==> src/rtl/wr_ingress_ctrl.sv <==
// Write-side ingress for an async FIFO: two-entry skid buffer, read-pointer
// synchronizer, occupancy level, almost-full, write counter and integrity flag.
module wr_ingress_ctrl #(
    parameter int WIDTH     = 5,
    parameter int DW        = 8,
    parameter int AF_THRESH = 28
) (
    input  logic             wclk,
    input  logic             wrst,
    input  logic             in_valid,
    output logic             in_ready,
    input  logic [DW-1:0]    in_data,
    input  logic             full,
    input  logic [WIDTH:0]   waddr,
    input  logic [WIDTH:0]   rptr_gray,
    output logic             wen,
    output logic [DW-1:0]    wdata,
    output logic [WIDTH:0]   rptr_sync,
    output logic [WIDTH:0]   level,
    output logic             almost_full,
    output logic [15:0]      wr_count,
    output logic             level_err
);

    localparam logic [WIDTH:0] AF_LVL = (WIDTH+1)'(AF_THRESH);
    localparam logic [WIDTH:0] DEPTH  = (WIDTH+1)'(1 << WIDTH);

    logic [DW-1:0]  r_mem [2];
    logic           r_hd;
    logic [1:0]     r_cnt;
    logic [WIDTH:0] r_s1;
    logic [WIDTH:0] r_s2;
    logic [WIDTH:0] r_lvl;
    logic           r_af;
    logic [15:0]    r_wcnt;
    logic           r_err;

    logic           w_acc;
    logic           w_drn;
    logic           w_tl;
    logic [WIDTH:0] w_rbin;
    logic [WIDTH:0] w_lvl;

    assign in_ready = (r_cnt != 2'd2);
    assign wen      = (r_cnt != 2'd0);
    assign wdata    = r_mem[r_hd];
    assign w_acc    = in_valid & in_ready;
    assign w_drn    = wen & ~full;
    // tail sits one slot past head only when exactly one word is held
    assign w_tl     = r_hd ^ (r_cnt == 2'd1);

    always_ff @(posedge wclk or negedge wrst) begin
        if (!wrst) begin
            r_mem[0] <= '0;
            r_mem[1] <= '0;
            r_hd     <= 1'b0;
            r_cnt    <= 2'd0;
        end else begin
            if (w_acc)
                r_mem[w_tl] <= in_data;
            if (w_drn)
                r_hd <= ~r_hd;
            r_cnt <= r_cnt + {1'b0, w_acc} - {1'b0, w_drn};
        end
    end

    always_ff @(posedge wclk or negedge wrst) begin
        if (!wrst) begin
            r_s1 <= '0;
            r_s2 <= '0;
        end else begin
            r_s1 <= rptr_gray;
            r_s2 <= r_s1;
        end
    end

    assign rptr_sync = r_s2;

    for (genvar i = 0; i <= WIDTH; i++) begin : g_g2b
        assign w_rbin[i] = ^r_s2[WIDTH:i];
    end

    assign w_lvl = waddr - w_rbin;

    always_ff @(posedge wclk or negedge wrst) begin
        if (!wrst) begin
            r_lvl  <= '0;
            r_af   <= 1'b0;
            r_wcnt <= '0;
            r_err  <= 1'b0;
        end else begin
            r_lvl <= w_lvl;
            r_af  <= (r_lvl >= AF_LVL);
            if (w_drn && r_wcnt != 16'hFFFF)
                r_wcnt <= r_wcnt + 16'd1;
            if (w_lvl > DEPTH)
                r_err <= 1'b1;
        end
    end

    assign level       = r_lvl;
    assign almost_full = r_af;
    assign wr_count    = r_wcnt;
    assign level_err   = r_err;

endmodule

==> config.mk <==
export PLATFORM = sky130hd
export DESIGN_NAME = wr_ingress_ctrl
export DESIGN_NICKNAME = d
export VERILOG_FILES = /design/src/rtl/wr_ingress_ctrl.sv
export SDC_FILE = /design/constraint.sdc
export NUM_CORES = 1
export LEC_CHECK = 0
export ABC_AREA = 1
export BUFFER_PORTS_ARGS = -buffer_cell sky130_fd_sc_hd__buf_2
export CORE_MARGIN = 5
export CORE_UTILIZATION = 56
export CTS_BUF_LIST = sky130_fd_sc_hd__clkbuf_8
export DETAILED_ROUTE_END_ITERATION = 8
export GPL_ROUTABILITY_DRIVEN = 0
export HOLD_SLACK_MARGIN = 0.08
export PLACE_DENSITY = 0.8
export SETUP_SLACK_MARGIN = 0.5
export SYNTH_ARGS = -nofsm -noshare
export SYNTH_HDL_FRONTEND = slang
export SYNTH_SLANG_ARGS = --single-unit
==> constraint.sdc <==
create_clock -name wclk -period 4.6 [get_ports wclk]
set_input_delay 0.23 -clock wclk [delete_from_list [all_inputs] [get_ports wclk]]
set_output_delay 0.23 -clock wclk [all_outputs]
set_load 0.03 [all_outputs]
Word-level counts from Yosys, hierarchy flattened
Index checks and enable logic that the tools add are counted.

cells by class
  multiplexer cells = 6
  reductions and logical operators = 8
  shift operators = 0
  $lt $le $gt $ge = 5
  $add $sub $neg = 4
  equality and inequality tests = 3
  $mul = 0
  divide/modulo/power cells = 0
  bitwise logic cells = 7

operator list
  cell                                                                                  count
  8-bit two-way mux                                                                     4
  16-bit by 1-bit adder with 16-bit output (second input constant)                      1
  16-bit bitwise mux                                                                    1
  16-bit != test (second input constant)                                                1
  8-bit demux with 1-bit select                                                         1
  6-bit by 5-bit greater-or-equal comparator with 1-bit output (second input constant)  1
  6-bit greater-than comparator (second input constant)                                 1
  6-bit XOR reduction                                                                   1
  6-bit subtractor                                                                      1
  5-bit XOR reduction                                                                   1
  2-bit greater-or-equal comparator (second input constant)                             2
  1-bit NOT with 2-bit output                                                           2
  4-bit XOR reduction                                                                   1
  3-bit XOR reduction                                                                   1
  2-bit by 1-bit adder with 2-bit output                                                1
  1-bit AND                                                                             2
  2-bit by 1-bit == test with 1-bit output (second input constant)                      1
  1-bit logical AND                                                                     2
  2-bit by 1-bit < comparator with 1-bit output (second input constant)                 1
  2-bit != test (second input constant)                                                 1
  1-bit NOT                                                                             2
  2-bit nonzero test                                                                    1
  2-bit XOR reduction                                                                   1
  2-bit by 1-bit subtractor with 2-bit output                                           1
  1-bit XOR                                                                             1

word-level totals
  memory bits (writable) = 0
  register bits = 55
  memories kept = 0
  input bits = 24
  logic and storage cells = 43
  output and inout port bits = 40
  bits in latches = 0
  bits in read-only memories = 0

Longest topological paths before layout
  depth in word-level cells = 8
  depth in mapped cells = 15
  depth with buffers taken out = 15

Least setup slack after synthesis
OpenSTA, ideal clock, no wires.

  kind = reg2reg
  start = register r_s2[5], in the netlist rptr_sync[5]
  end = register r_err, in the netlist level_err
  setup time = 0.116 ns
  data required time = 4.484 ns
  stages on the path, launching flop included = 16
  period minus slack after synthesis = 2.364 ns
  arrival time = 2.248 ns
  path buffers = 0
  slack = 2.236 ns
  path through = dfrtp_1 -> xnor2_1 -> nand2_1 -> nand2_1 -> xor2_1 -> inv_1 -> ha_1 -> fa_1 -> inv_1 -> nand3_1 -> nand2_1 -> nand2_1 -> nand2_1 -> nand3_1 -> nand2_1 -> nand2_1

between the ends
  longest elaborated chain between the ends = 3
  elaborated cells on any way between the ends = 7
  classes of those cells = add/sub (1); order compare (1); reduce/logical (5)

ends and longest elaborated chain
  what                                         line  text
  start: declaration                           32    logic [WIDTH:0] r_s2;
  start signal: assignment                     73    r_s2 <= r_s1;
  6-bit XOR reduction (tied with other cells)  80    assign w_rbin[i] = ^r_s2[WIDTH:i];
  6-bit subtractor *                           83    assign w_lvl = waddr - w_rbin;
  6-bit greater-than comparator *              96    if (w_lvl > DEPTH)
  end signal: assignment                       90    r_err <= 1'b0;
  end signal: assignment                       97    r_err <= 1'b1;
  end: declaration                             36    logic r_err;

Every way passes the cells marked *; elsewhere a longest branch is shown, timed or not.
A chain may end at the register's enable or synchronous reset.

Worst setup path after layout
Ends and elaborated chain as after synthesis.

==> reports/metrics.cfg <==
[run_status]
outcome=completed

[cells_and_area]
n_antenna_cell=0
final_common_cell=nand2_1
multiInputGateArea_mm2=0.00115
fillerInstances=387
drive_above_1_share=0.196
final_cell_mix=nand2_1, buf_2, dfrtp_1
regArea_mm2=0.00138
synthToLayoutAreaGrowth_pct=19.6
postLayoutCellArea_mm2=0.00325
nNetsFinal=437

[setup_path]
start_kind=flip-flop
cp_max_fo=4
cp_slowest_cell=dfrtp_1
worstReg2RegEnd=level_err
crit_arrival_ns=2.67
slowest_delay_ns=0.44
cp-end-kind=flip-flop
r2r_cells=15
r2r-start=rptr_sync[5]
cp-startpoint=rptr_sync[5]
path_cells=xnor2_1, nand2_1, nand2_1, xor2_1, inv_1, ha_1, fa_1, inv_1, nand3_1, nand2_1, nand2_1, nand2_1, nand3_1, nand2_1, nand2_1
cp.required_ns=4.80
critPathKind=reg -> reg
crit_end=level_err
r2r_setup_slack_ns=2.13
cpMostUsedCell=nand2_1

[global_route]
grt_overflow=0
grt_pass1_vias=2055
grt_first_pass_wirelength_um=8880
antenna_found_initial=0
grt_use_total=0.178
grt_max_degree=56

[pwr]
sw_frac_of_total=0.437
internal_power_uw=968
p_clk_frac=0.153
pwr-share-comb=0.434
power_switching_uw=753
power_density_mw_per_mm2=529
ir_worst_vdd_mv=0.329
p_seq_frac=0.413
power.leakage_nw=1.74

[sta]
setup-tns-final_ns=0
rsz0062_at_grt=no
worst_pin_slew_ns=0.653
min_period_over_period=0.537
timing.fmax_ghz=0.405
hold_violations=0
skew_ns=0.00614
maxSlewHeadroom=0.565
period_needed_ns=2.47
finalSetupViolations=0
final_max_slew_viol_count=0

[yosys]
yosysWarnings=0
synth_area_leader_cell=dfrtp_1
synth_seq_cells=55
yosys-top-cells-area=dfrtp_1, nand2_1, inv_1, o21ai_0, xnor2_1
synth.top_cell.area_share=0.506
synth_nets=363
netlist_instances=330
synth_area_mm2=0.00272
avgSynthCellArea_um2=8.24
ys_types=21
ys_seq_area_frac=0.506

[placed_design]
placed_cell_area_mm2=0.00309
port_buffers=63
dpl.hpwl_um=3870

[min_path]
hold_path.class=in -> reg

[run]
cap_violations=0

[die]
ioPinCount=64
core.rowCount=25
initial_core_util=0.576
core_mm2=0.00472
die-area_mm2=0.00635
dieWidth_um=79.7
die_h_um=79.7

[clock_network]
cts.sinks=55
numCtsBuffers=5
cts_tree=yes
clockRootBuffer=clkbuf_8
postCtsSetupRepairBufs=0
path_clk_slew_ns=0.09
cts_max_level=2
clk_latency_ns=0.30
clk_path_buf_depth=2

[drt]
viasPerCell=4.76
wl_um=5290
drt_iter0_markers=97
drcViolationCount=0
drt_first_pass_iters=4
wl_per_cell_um=11.2
ant_nets=0
vias=2240

how the worst min path moves through the flow:
stage | cells after the start | to | start | slack, ns
after floorplan | 0 | almost_full | wrst | -0.07
after global placement | 0 | rptr_sync[1] | r_s1[1] | 0.33
after detailed placement | 0 | rptr_sync[3] | r_s1[3] | 0.33
after CTS | 3 | r_mem[9] | in_data[1] | 0.18
after global routing | 3 | r_mem[1] | in_data[1] | 0.20
final | 3 | r_mem[0] | in_data[0] | 0.19
critical path, delay by kind of cell (launching register included):
kind                     cells  cell delay (ns)
AND/OR/NAND/NOR              9             0.72
XOR/XNOR                     2             0.46
adder cells (fa/ha/maj)      2             0.63
flip-flops                   1             0.44
buffers and inverters        2             0.14
state kept, by name, indices dropped and copies added (netlist names):
signal,cells
r_s1,6
almost_full,1
r_cnt,2
level,6
wr_count,16
r_mem,16
level_err,1
rptr_sync,6
r_hd,1
cell families (layout without fill, tap and decap cells):
| logic type | after synthesis | in the layout | synth area share |
|---|---|---|---|
| AOI/OAI and AO/OA | 26 | 26 | 0.0534 |
| xor gates and xnor gates | 22 | 22 | 0.0709 |
| adders and majority gates | 9 | 9 | 0.0442 |
| buffers and inverters | 46 | 120 | 0.0699 |
| DFF | 55 | 55 | 0.506 |
| and+or+nand+nor | 172 | 172 | 0.255 |
per-layer routing:
| layer | up-vias | global-route usage | share of wire |
|---|---|---|---|
| met4 | 0 | 0.0550 | 0.012 |
| met1 | 1019 | 0.222 | 0.46 |
| met5 | - | 0 | 0 |
| met3 | 5 | 0.0361 | 0.047 |
| met2 | 48 | 0.309 | 0.48 |
| li1 | 1168 | - | - |
power groups by stage:
stage                     registers, mW  clock network (mW)  logic [mW]
final                             0.712               0.263       0.747
after floorplan                   0.785                   0       0.491
after CTS                         0.711               0.271       0.756
after detailed placement          0.721                   0       0.749
after global routing              0.733               0.289       0.832
after global placement            0.715                   0       0.731
through the flow:
step	hold slack [ns]	power [mW]	std cells	util	worst slack [ns]
6_report	0.189	1.72	471	0.688	2.13
5_1_grt	0.199	1.85	471	0.688	1.85
4_1_cts	0.178	1.74	471	0.688	2.17
3_5_place_dp	0.335	1.47	457	0.655	2.18
3_3_place_gp	0.333	1.45	457	0.655	2.30
2_1_floorplan	-0.0656	1.28	330	-	2.24
synth_stat cells:
| cell type | number |
|---|---|
| a31o_2 | 1 |
| buf_2 | 2 |
| or2_2 | 1 |
| inv_2 | 2 |
| nor2_2 | 1 |
| nand2_2 | 1 |
| nor2_4 | 1 |
| o21ai_4 | 1 |
| buf_6 | 2 |
| dfrtp_1 | 55 |
| nand3_1 | 17 |
| ha_1 | 8 |
| xnor2_1 | 12 |
| o21ai_0 | 22 |
| nand2_1 | 126 |
| nand4_1 | 5 |
| nor2_1 | 20 |
| a21oi_1 | 2 |
| inv_1 | 40 |
| xor2_1 | 10 |
| fa_1 | 1 |
area by class of cell:
type | count | area share
Sequential cell | 55 | 0.423
Multi-Input combinational cell | 229 | 0.355
Timing Repair Buffer | 71 | 0.121
Inverter | 42 | 0.0485
Tap cell | 67 | 0.0258
Clock buffer | 6 | 0.0254
Clock inverter | 1 | 0.00154
timing repair:
| action | 4_1_cts | 5_1_grt |
|---|---|---|
| hold endpoints to repair | 61 | 0 |
| gates resized for setup | 0 | 0 |
| setup endpoints to repair | 0 | 0 |
| hold buffers | 7 | 0 |
(Power assumes the default switching activity.)
